--- config.mk ---
export PLATFORM = sky130hd
export DESIGN_NAME = compressor_core_flat
export DESIGN_NICKNAME = d
export VERILOG_FILES = /design/src/rtl/compressor_core_if.sv /design/src/rtl/compressor_core.sv /design/src/flat_wrapper.sv
export SDC_FILE = /design/constraint.sdc
export NUM_CORES = 1
export LEC_CHECK = 0
export BUFFER_PORTS_ARGS = -buffer_cell sky130_fd_sc_hd__buf_2
export CAP_MARGIN = 15
export CELL_PAD_IN_SITES_DETAIL_PLACEMENT = 1
export CELL_PAD_IN_SITES_GLOBAL_PLACEMENT = 1
export CORE_UTILIZATION = 45
export DETAILED_ROUTE_END_ITERATION = 8
export GPL_TIMING_DRIVEN = 1
export HOLD_SLACK_MARGIN = 0.12
export PLACE_DENSITY = 0.79
export SLEW_MARGIN = 20
export SYNTH_ARGS = -nofsm -noshare
export SYNTH_HDL_FRONTEND = slang
export SYNTH_SLANG_ARGS = --single-unit
--- constraint.sdc ---
create_clock -name clock -period 9.9 [get_ports clock]
set_input_delay 1.98 -clock clock [delete_from_list [all_inputs] [get_ports clock]]
set_output_delay 1.98 -clock clock [all_outputs]
set_load 0.01 [all_outputs]
--- src/rtl/compressor_core_if.sv ---
// compressor_core_if: sample/control bundle between the capture stage and the
// compressor core.
//   master: drives start, incoming_sample, threshold, compression_amount
//           (and makeup_shift when COMPRESSION_MAKEUP_GAIN_EN is defined);
//           observes modified_sample, gain, envelope, busy, done.
//   slave : the compressor core side of the same signals.
// Parameters WIDTH and GAIN_FRAC must match the attached compressor_core.
interface compressor_core_if #(
  parameter int WIDTH     = 12,
  parameter int GAIN_FRAC = 10
);
  logic                    start;
  logic signed [WIDTH-1:0] incoming_sample;
  logic [WIDTH-2:0]        threshold;
  logic [1:0]              compression_amount;
`ifdef COMPRESSION_MAKEUP_GAIN_EN
  logic [1:0]              makeup_shift;
`endif
  logic signed [WIDTH-1:0] modified_sample;
  logic [GAIN_FRAC:0]      gain;
  logic [WIDTH-2:0]        envelope;
  logic                    busy;
  logic                    done;

  modport master (
`ifdef COMPRESSION_MAKEUP_GAIN_EN
    output makeup_shift,
`endif
    output start, incoming_sample, threshold, compression_amount,
    input  modified_sample, gain, envelope, busy, done
  );

  modport slave (
`ifdef COMPRESSION_MAKEUP_GAIN_EN
    input  makeup_shift,
`endif
    input  start, incoming_sample, threshold, compression_amount,
    output modified_sample, gain, envelope, busy, done
  );
endinterface

--- src/rtl/compressor_core.sv ---
// compressor_core: linear-domain dynamic-range compressor. Each accepted
// sample updates a peak envelope (separate attack/release rates), derives a
// target level from threshold and ratio, divides it by the envelope to get a
// gain, and applies the gain to the captured sample.
// Ports:
//   clock - system clock, rising edge
//   reset - asynchronous active-low reset
//   bus   - compressor_core_if.slave (start/sample/threshold/ratio in,
//           modified_sample/gain/envelope/busy/done out)
// Optional feature: COMPRESSION_MAKEUP_GAIN_EN adds makeup_shift, a saturating
// left shift of the output by 0..3.
//
// state | meaning
// IDLE  | waiting for start, outputs held
// ENV   | envelope update and knee target computation
// DIV   | restoring division, one gain bit per cycle (GAIN_FRAC+1 cycles)
// MUL   | apply gain, load outputs, pulse done
module compressor_core #(
  parameter int WIDTH         = 12,
  parameter int GAIN_FRAC     = 10,
  parameter int ATTACK_SHIFT  = 2,
  parameter int RELEASE_SHIFT = 8
) (
  input logic              clock,
  input logic              reset,
  compressor_core_if.slave bus
);
  localparam int EW = WIDTH - 1;
  localparam int GW = GAIN_FRAC + 1;
  localparam int PW = WIDTH + GW + 1;
  localparam int CW = $clog2(GAIN_FRAC + 1);
  localparam logic [GW-1:0] UNITY = {1'b1, {GAIN_FRAC{1'b0}}};

  typedef enum logic [1:0] {IDLE, ENV, DIV, MUL} state_t;

  state_t                  state;
  logic signed [WIDTH-1:0] x_q;
  logic [EW-1:0]           thr_q;
  logic [1:0]              amt_q;
  logic [EW-1:0]           env_q;
  logic                    unity_q;
  logic [WIDTH-1:0]        rem_q;
  logic [GW-1:0]           quo_q;
  logic [CW-1:0]           cnt_q;
  logic signed [WIDTH-1:0] mod_q;
  logic [GW-1:0]           gain_q;
  logic                    busy_q;
  logic                    done_q;
`ifdef COMPRESSION_MAKEUP_GAIN_EN
  logic [1:0]              ms_q;
  logic signed [WIDTH+3:0] wide;
`endif

  logic signed [WIDTH-1:0] neg_x;
  logic [EW-1:0]           abs_x;
  logic [EW-1:0]           diff;
  logic [EW-1:0]           env_next;
  logic [EW-1:0]           lvl_next;
  logic                    unity_next;
  logic                    q_bit;
  logic [WIDTH-1:0]        rem_sub;
  logic [WIDTH-1:0]        rem_next;
  logic [GW-1:0]           g_final;
  logic signed [PW-1:0]    prod;
  logic signed [WIDTH-1:0] base;
  logic signed [WIDTH-1:0] mod_next;
  logic                    calc_unused;

  always_comb begin
    // |x| with the most negative code clamped to full scale
    neg_x = -x_q;
    abs_x = x_q[EW-1:0];
    if (x_q[WIDTH-1]) begin
      if (x_q == {1'b1, {EW{1'b0}}}) abs_x = {EW{1'b1}};
      else                           abs_x = neg_x[EW-1:0];
    end

    if (abs_x > env_q) begin
      diff     = abs_x - env_q;
      env_next = env_q + (diff >> ATTACK_SHIFT);
    end else begin
      diff     = env_q - abs_x;
      env_next = env_q - (diff >> RELEASE_SHIFT);
    end

    // the ratio code doubles as the knee shift (01->1, 10->2, 11->3)
    if (env_next <= thr_q || amt_q == 2'd0) begin
      lvl_next   = env_next;
      unity_next = 1'b1;
    end else begin
      lvl_next   = thr_q + ((env_next - thr_q) >> amt_q);
      unity_next = 1'b0;
    end

    // L <= e, so the quotient fits GAIN_FRAC+1 bits and the remainder never
    // needs more than WIDTH bits after the doubling shift
    q_bit    = (rem_q >= {1'b0, env_q});
    rem_sub  = q_bit ? (rem_q - {1'b0, env_q}) : rem_q;
    rem_next = {rem_sub[WIDTH-2:0], 1'b0};

    g_final = unity_q ? UNITY : quo_q;
    prod    = PW'(x_q) * PW'($signed({1'b0, g_final}));
    base    = prod[GAIN_FRAC +: WIDTH];

`ifdef COMPRESSION_MAKEUP_GAIN_EN
    wide = (WIDTH+4)'(base) <<< ms_q;
    if (wide[WIDTH+3:WIDTH-1] != {5{wide[WIDTH+3]}})
      mod_next = wide[WIDTH+3] ? {1'b1, {EW{1'b0}}} : {1'b0, {EW{1'b1}}};
    else
      mod_next = wide[WIDTH-1:0];
`else
    mod_next = base;
`endif

    calc_unused = ^{neg_x[WIDTH-1], rem_sub[WIDTH-1], prod[GAIN_FRAC-1:0],
                    prod[PW-1:WIDTH+GAIN_FRAC]};
  end

  always_ff @(posedge clock or negedge reset) begin
    if (!reset) begin
      state   <= IDLE;
      x_q     <= '0;
      thr_q   <= '0;
      amt_q   <= '0;
      env_q   <= '0;
      unity_q <= 1'b0;
      rem_q   <= '0;
      quo_q   <= '0;
      cnt_q   <= '0;
      mod_q   <= '0;
      gain_q  <= '0;
      busy_q  <= 1'b0;
      done_q  <= 1'b0;
`ifdef COMPRESSION_MAKEUP_GAIN_EN
      ms_q    <= '0;
`endif
    end else begin
      done_q <= 1'b0;
      case (state)
        IDLE: begin
          if (bus.start) begin
            x_q    <= bus.incoming_sample;
            thr_q  <= bus.threshold;
            amt_q  <= bus.compression_amount;
`ifdef COMPRESSION_MAKEUP_GAIN_EN
            ms_q   <= bus.makeup_shift;
`endif
            busy_q <= 1'b1;
            state  <= ENV;
          end
        end
        ENV: begin
          env_q   <= env_next;
          unity_q <= unity_next;
          rem_q   <= {1'b0, lvl_next};
          quo_q   <= '0;
          cnt_q   <= CW'(GAIN_FRAC);
          state   <= DIV;
        end
        DIV: begin
          rem_q <= rem_next;
          quo_q <= {quo_q[GW-2:0], q_bit};
          if (cnt_q == '0) state <= MUL;
          else             cnt_q <= cnt_q - CW'(1);
        end
        MUL: begin
          mod_q  <= mod_next;
          gain_q <= g_final;
          done_q <= 1'b1;
          busy_q <= 1'b0;
          state  <= IDLE;
        end
        default: state <= IDLE;
      endcase
    end
  end

  assign bus.modified_sample = mod_q;
  assign bus.gain            = gain_q;
  assign bus.envelope        = env_q;
  assign bus.busy            = busy_q;
  assign bus.done            = done_q;
endmodule

--- src/flat_wrapper.sv ---
// flat-port wrapper written by rule: the top's interface ports become plain ports
module compressor_core_flat 
#(
  parameter int WIDTH         = 12,
  parameter int GAIN_FRAC     = 10,
  parameter int ATTACK_SHIFT  = 2,
  parameter int RELEASE_SHIFT = 8
)
  (clock, reset, bus_start, bus_incoming_sample, bus_threshold, bus_compression_amount, bus_modified_sample, bus_gain, bus_envelope, bus_busy, bus_done);
  compressor_core_if #(.WIDTH(WIDTH), .GAIN_FRAC(GAIN_FRAC)) bus_i ();
  input logic clock;
  input logic reset;
  input wire logic [$bits(bus_i.start)-1:0] bus_start;
  input wire logic [$bits(bus_i.incoming_sample)-1:0] bus_incoming_sample;
  input wire logic [$bits(bus_i.threshold)-1:0] bus_threshold;
  input wire logic [$bits(bus_i.compression_amount)-1:0] bus_compression_amount;
  output wire logic [$bits(bus_i.modified_sample)-1:0] bus_modified_sample;
  output wire logic [$bits(bus_i.gain)-1:0] bus_gain;
  output wire logic [$bits(bus_i.envelope)-1:0] bus_envelope;
  output wire logic [$bits(bus_i.busy)-1:0] bus_busy;
  output wire logic [$bits(bus_i.done)-1:0] bus_done;
  assign bus_i.start = bus_start;
  assign bus_i.incoming_sample = bus_incoming_sample;
  assign bus_i.threshold = bus_threshold;
  assign bus_i.compression_amount = bus_compression_amount;
  assign bus_modified_sample = bus_i.modified_sample;
  assign bus_gain = bus_i.gain;
  assign bus_envelope = bus_i.envelope;
  assign bus_busy = bus_i.busy;
  assign bus_done = bus_i.done;
  compressor_core #(.WIDTH(WIDTH), .GAIN_FRAC(GAIN_FRAC), .ATTACK_SHIFT(ATTACK_SHIFT), .RELEASE_SHIFT(RELEASE_SHIFT)) u_core (.clock(clock), .reset(reset), .bus(bus_i));
endmodule
# Word level (Yosys, flattened, before mapping)
# Index checks and enable logic that the tools add are counted.
# word_totals
output_inout_bits	36
wordCells	61
in_bits	28
reg_bits	91
# op_classes
magnitude_cmp	3
reduce_logical	10
n_mux	17
add_sub_neg	9
shifts	1
multipliers	1
n_eq_ne	7
# ops
op	count
$mux W11	6
$sub A11 B11 Y11	4
$pmux W12 S2	1
$mul A12 B12 Y22	1
$pmux W11 S2	1
$eq A12 B12 Y1 const B	1
$ge A12 B11 Y1	1
$add A11 B11 Y11	1
$add A11 B9 Y11	1
$gt A11 B11 Y1	1
$le A11 B11 Y1	1
$neg A11 Y11	1
$shr A11 B2 Y11	1
$sub A11 B3 Y11	1
$pmux W2 S4	1
$pmux W4 S2	1
$reduce_and A2 Y1	4
$eq A2 B2 Y1 const B	2
$logic_not A2 Y1	2
$logic_not A4 Y1	1
$mux W2	2
$mux W4	1
$ne A2 B2 Y1 const B	2
$reduce_bool A2 Y1	2
6 further kinds	8

# Longest topological paths before layout
# logic_depth
ltp_word	11
mapped_depth	43
mapped_depth_nobuf	42

# Worst setup path before layout
# No wires, ideal clock.
# synth_timing
path_kind	flip-flop to flip-flop
startpoint	register u_core.x_q[4]
endpoint	register u_core.rem_q[9]
slack_ns	2.110
setup_ns	0.135
t_arrival_ns	7.655
synth_period_minus_slack_ns	7.790
path_stages_with_launch	38
path_buffers	2
required_time_ns	9.765
cell_sequence	dfrtp_1 -> clkbuf_1 -> or4_1 -> or3_1 -> nor3_2 -> and3b_1 -> nor2_1 -> a21oi_2 -> ha_1 -> nor2b_4 -> o2111ai_2 -> nand2_1 -> o221ai_2 -> o21ai_1 -> clkbuf_1 -> mux2i_1 -> ha_1 -> fa_1 -> [2 not listed] -> a21oi_1 -> ha_1 -> or3_1 -> o211ai_1 -> a21oi_2 -> nor2_1 -> xnor2_1 -> mux2i_1 -> mux2i_1 -> ha_1 -> o21a_1 -> a2111o_1 -> a31o_2 -> a21oi_1 -> xnor2_1 -> mux2_2 -> o21ai_1 -> a21oi_1
# synth_between
elab_chain_len	11
elab_cells_between_ends	17
cone_classes	add/sub: 7; order compare: 2; eq/ne: 1; shift: 1; mux: 5; reduce/logical: 1
# synth_lines
element	line_no	rtl
start: declaration	compressor_core.sv:37	logic signed [WIDTH-1:0] x_q;
start signal: assignment	compressor_core.sv:142	x_q <= bus.incoming_sample;
$neg A11 Y11 or $eq A12 B12 Y1 (tied branches)	compressor_core.sv:71, compressor_core.sv:74	
$mux W11	compressor_core.sv:74	if (x_q == {1'b1, {EW{1'b0}}}) abs_x = {EW{1'b1}};
$mux W11 (*)	compressor_core.sv:73	if (x_q[WIDTH-1]) begin
$sub A11 B11 Y11, on equally long branches	compressor_core.sv:82, compressor_core.sv:79	
$sub A11 B3 Y11 or $add A11 B9 Y11 (tied branches)	compressor_core.sv:83, compressor_core.sv:80	
$mux W11 (*)	compressor_core.sv:78	if (abs_x > env_q) begin
via u_core.env_next[4]	compressor_core.sv:57	logic [EW-1:0] env_next;
$sub A11 B11 Y11	compressor_core.sv:91	lvl_next = thr_q + ((env_next - thr_q) >> amt_q);
$shr A11 B2 Y11	compressor_core.sv:91	
$add A11 B11 Y11	compressor_core.sv:91	
$mux W11 (*)	compressor_core.sv:87	if (env_next <= thr_q || amt_q == 2'd0) begin
$pmux W12 S2 (*)	compressor_core.sv:139	case (state)
end signal: assignment	compressor_core.sv:155	rem_q <= {1'b0, lvl_next};
end signal: assignment	compressor_core.sv:161	rem_q <= rem_next;
end: declaration	compressor_core.sv:42	logic [WIDTH-1:0] rem_q;
# Mark *: on every way through the listed nets, which the timed path passes. The rest lies on a longest branch.
# A chain may end at the register's enable or synchronous reset.

# Final worst setup path
# layout_timing
startpoint	register u_core.x_q[4]
endpoint	register u_core.rem_q[8]
# Same word-level chain as after synthesis.

==> metrics <==
ratio of cells with drive above 1 in the final layout=between 10% and 20%; CP Data Arrival Time=9.23 ns; RSZ-0062 raised after global routing=no; Mapped Nets=1,591; slack of the critical path=~0.92 ns; Commonest cells post-synth=inv_1 (212), nand2_1 (135), fa_1 (120); ys async rst share=100%; Row Count=slightly below 60; wire per inst=~19 um; Remaining DRCs=0; Resize count post-CTS=0; Max Clock Skew=about 0.0089 ns; post-synth top area cell=fa_1; Die Height=~160 um; status=complete, no violations; Crit. End Element=flop; period utilization=90.7%; routed wire length=approximately 31,000 um; Setup TNS=0 ns; initial antenna violation count=0; top-area cell type share of the netlist area=20.3%; Mapped Area=between 10,000 and 15,000 um^2; Area Growth Syn to Fin=7.35%; insertion delay of the later-clocked pin in the worst-skew pair=around 0.37 ns; # diodes=0; dpl ws=between 1 and 1.5 ns; R2R depth=37; first-pass GRT wire length=between 50,000 and 60,000 um; crit path launch=u_core.x_q[4]; Setup Crit Path Kind=flop to flop; Non-Filler Instances=~1,700; worst path bufs/invs=1; Worst Path Max Fanout=16; synth top area cells=fa_1 (20%), dfrtp_1 (19%), ha_1 (12%); final RePlAce weighted congestion=roughly 0.9; final hold viol count=0; first drt pass iteration count=4; fill cell count=between 3,000 and 4,000; chip width=164 um; critical path's most frequent cell=ha_1; Via density=5.48; Post-DRT Antenna Nets=0; Port Buffer Count=between 60 and 70; Critical Path RT=between 10 and 15 ns; Final nets=1,619; Ports=between 60 and 70; Cell variety after synth=83; Core ar.=roughly 25,000 um^2; Slowest-stage cell, CP=o41ai_1; Yosys warnings=0; CTS Buffer Depth=2; class of the worst hold path=flop to flop; worst r2r dst=u_core.rem_q[8]; total CTS buffers=9; Sink Count=between 90 and 100; post-CTS setup buffers=0; all-layer global routing usage=about 25%; Util after Layout=between 40% and 50%; Max Fclk=~0.11 GHz; Clock Root Buffer=clkbuf_16; worst slew pin tran=roughly 1 ns; Post-CTS Hold Buffers=0; full die area=27,000 um^2; Worst R2R Setup Slack=between 0.9 and 1 ns; largest net degree at the start of global routing=63; Vias=9,251; H-tree Lvls=3; post-synthesis sequential area ratio=between 10% and 20%; Initial Util=roughly 46%; dpl hpwl=approximately 25,000 um; Hold Crit Depth=1; worst hold start=u_core.bus.modified_sample[4]; Startpoint Class=flop; Max Cap Viol=0; drt initial violations=just over 400; r2r startpoint=u_core.x_q[4]; total grt overflow=0; critical path's top delay family=compound AO/OA/AOI/OAI gates; max_slew headroom=around 34%; vias in the first global route=10,000; Post-Syn Area per Cell=about 8.9 um^2; count of flip-flops with a built-in enable after synthesis=0; crit-path max cell delay=between 0.6 and 0.7 ns; Hold Path Sink=u_core.bus.modified_sample[4]; Synth Register Bits=between 90 and 100; Post-Syn Instances=1,327; Setup-failing EPs final=0; max-slew violations=0; # placed instances=1,674; Worst-path clk slew=approximately 0.08 ns; CTS tree=done; count leader, synth=inv_1; crit path time final=roughly 9 ns; ys flop type=dfrtp_1
-- worst max path at each step --
| stage | to | slack [ns] | cells past startpoint |
|---|---|---|---|
| floorplan | u_core.rem_q[9] | 2.11 | 37 |
| global placement | u_core.rem_q[8] | 1.35 | 35 |
| detailed placement | u_core.rem_q[8] | 1.03 | 37 |
| CTS | u_core.rem_q[10] | 0.98 | 37 |
| global route | u_core.rem_q[10] | 0.16 | 37 |
| finish | u_core.rem_q[8] | 0.92 | 37 |
-- final cells by class --
| cell class | count | area, um^2 | share of cell area (%) |
|---|---|---|---|
| Clock inverter | 6 | 56.3 | 0.443 |
| Inverter | 213 | 800 | 6.29 |
| Tap cell | 330 | 413 | 3.25 |
| Timing Repair Buffer | 74 | 400 | 3.15 |
| Sequential cell | 91 | 2280 | 17.9 |
| Clock buffer | 9 | 225 | 1.77 |
| Multi-Input combinational cell | 966 | 8530 | 67.2 |
-- worst reg2reg max path: cells and delay by family, from the launching register on --
| family | cells | cell delay, ns |
|---|---|---|
| compound gates | 13 | 2.85 |
| flops | 1 | 0.55 |
| xor+xnor | 5 | 0.90 |
| mux | 2 | 0.54 |
| fa+ha+maj | 5 | 1.25 |
| simple gates | 11 | 2.72 |
| buf+inv | 1 | 0.05 |
-- layer usage --
layer / routed length, um / vias up / global-route usage (%) / part of all wire, %
met1: 14700 / 4698 / 33.5 / 47
met2: 15000 / 153 / 41.5 / 48
li1: - / 4364 / - / -
met3: 1070 / 36 / 2.95 / 3.4
met5: 0 / - / 0 / 0
met4: 544 / 0 / 6.48 / 1.7
-- logic make-up (layout without fill, tap and decap cells) --
group	Yosys count	count (layout)	synth area share, %
mux	73	73	6.79
xor+xnor	78	78	5.77
flops	91	91	19.2
buf+inv	270	302	8.68
compound gates	199	199	11.3
fa+ha+maj	236	236	32.6
simple gates	380	380	15.6
-- cells in the final DEF (no fill, tap or decap), drive strengths merged, types with 3 or more instances in the layout --
| cell type | count |
|---|---|
| o22ai | 4 |
| a21oi | 49 |
| nor2 | 76 |
| o21bai | 6 |
| o211ai | 18 |
| a31oi | 5 |
| nand4 | 7 |
| ha | 116 |
| xor2 | 23 |
| nor3 | 24 |
| nand2 | 135 |
| nand3 | 25 |
| nand3b | 4 |
| o21a | 5 |
| o311ai | 3 |
| inv | 217 |
| o41ai | 4 |
| mux2 | 52 |
| clkbuf | 9 |
| o21ai | 66 |
| buf | 74 |
| and3 | 5 |
| dfrtp | 91 |
| a31o | 3 |
| xnor2 | 55 |
| mux2i | 21 |
| nor2b | 25 |
| a21o | 5 |
| a211oi | 5 |
| and2 | 43 |
| or3 | 9 |
| fa | 120 |
| nand2b | 13 |
| o31ai | 4 |
-- per-stage QoR --
stage               hold WS [ns]  cell area, um^2
floorplan                  0.469            11800
global placement           0.482            12400
detailed placement         0.492            12400
CTS                        0.509            12700
global route               0.525            12700
finish                     0.508            12700
-- registers in the layout (all words and copies together), names as in the netlist, 4 cells and up --
register,cells
u_core.quo_q,11
u_core.bus.modified_sample,12
u_core.bus.gain,11
u_core.thr_q,11
u_core.x_q,12
u_core.rem_q,12
u_core.cnt_q,4
u_core.bus.envelope,11
Power is left out: the tool's default activity adds up to more than one toggle a clock period on the data nets, which glitch-free logic cannot reach.
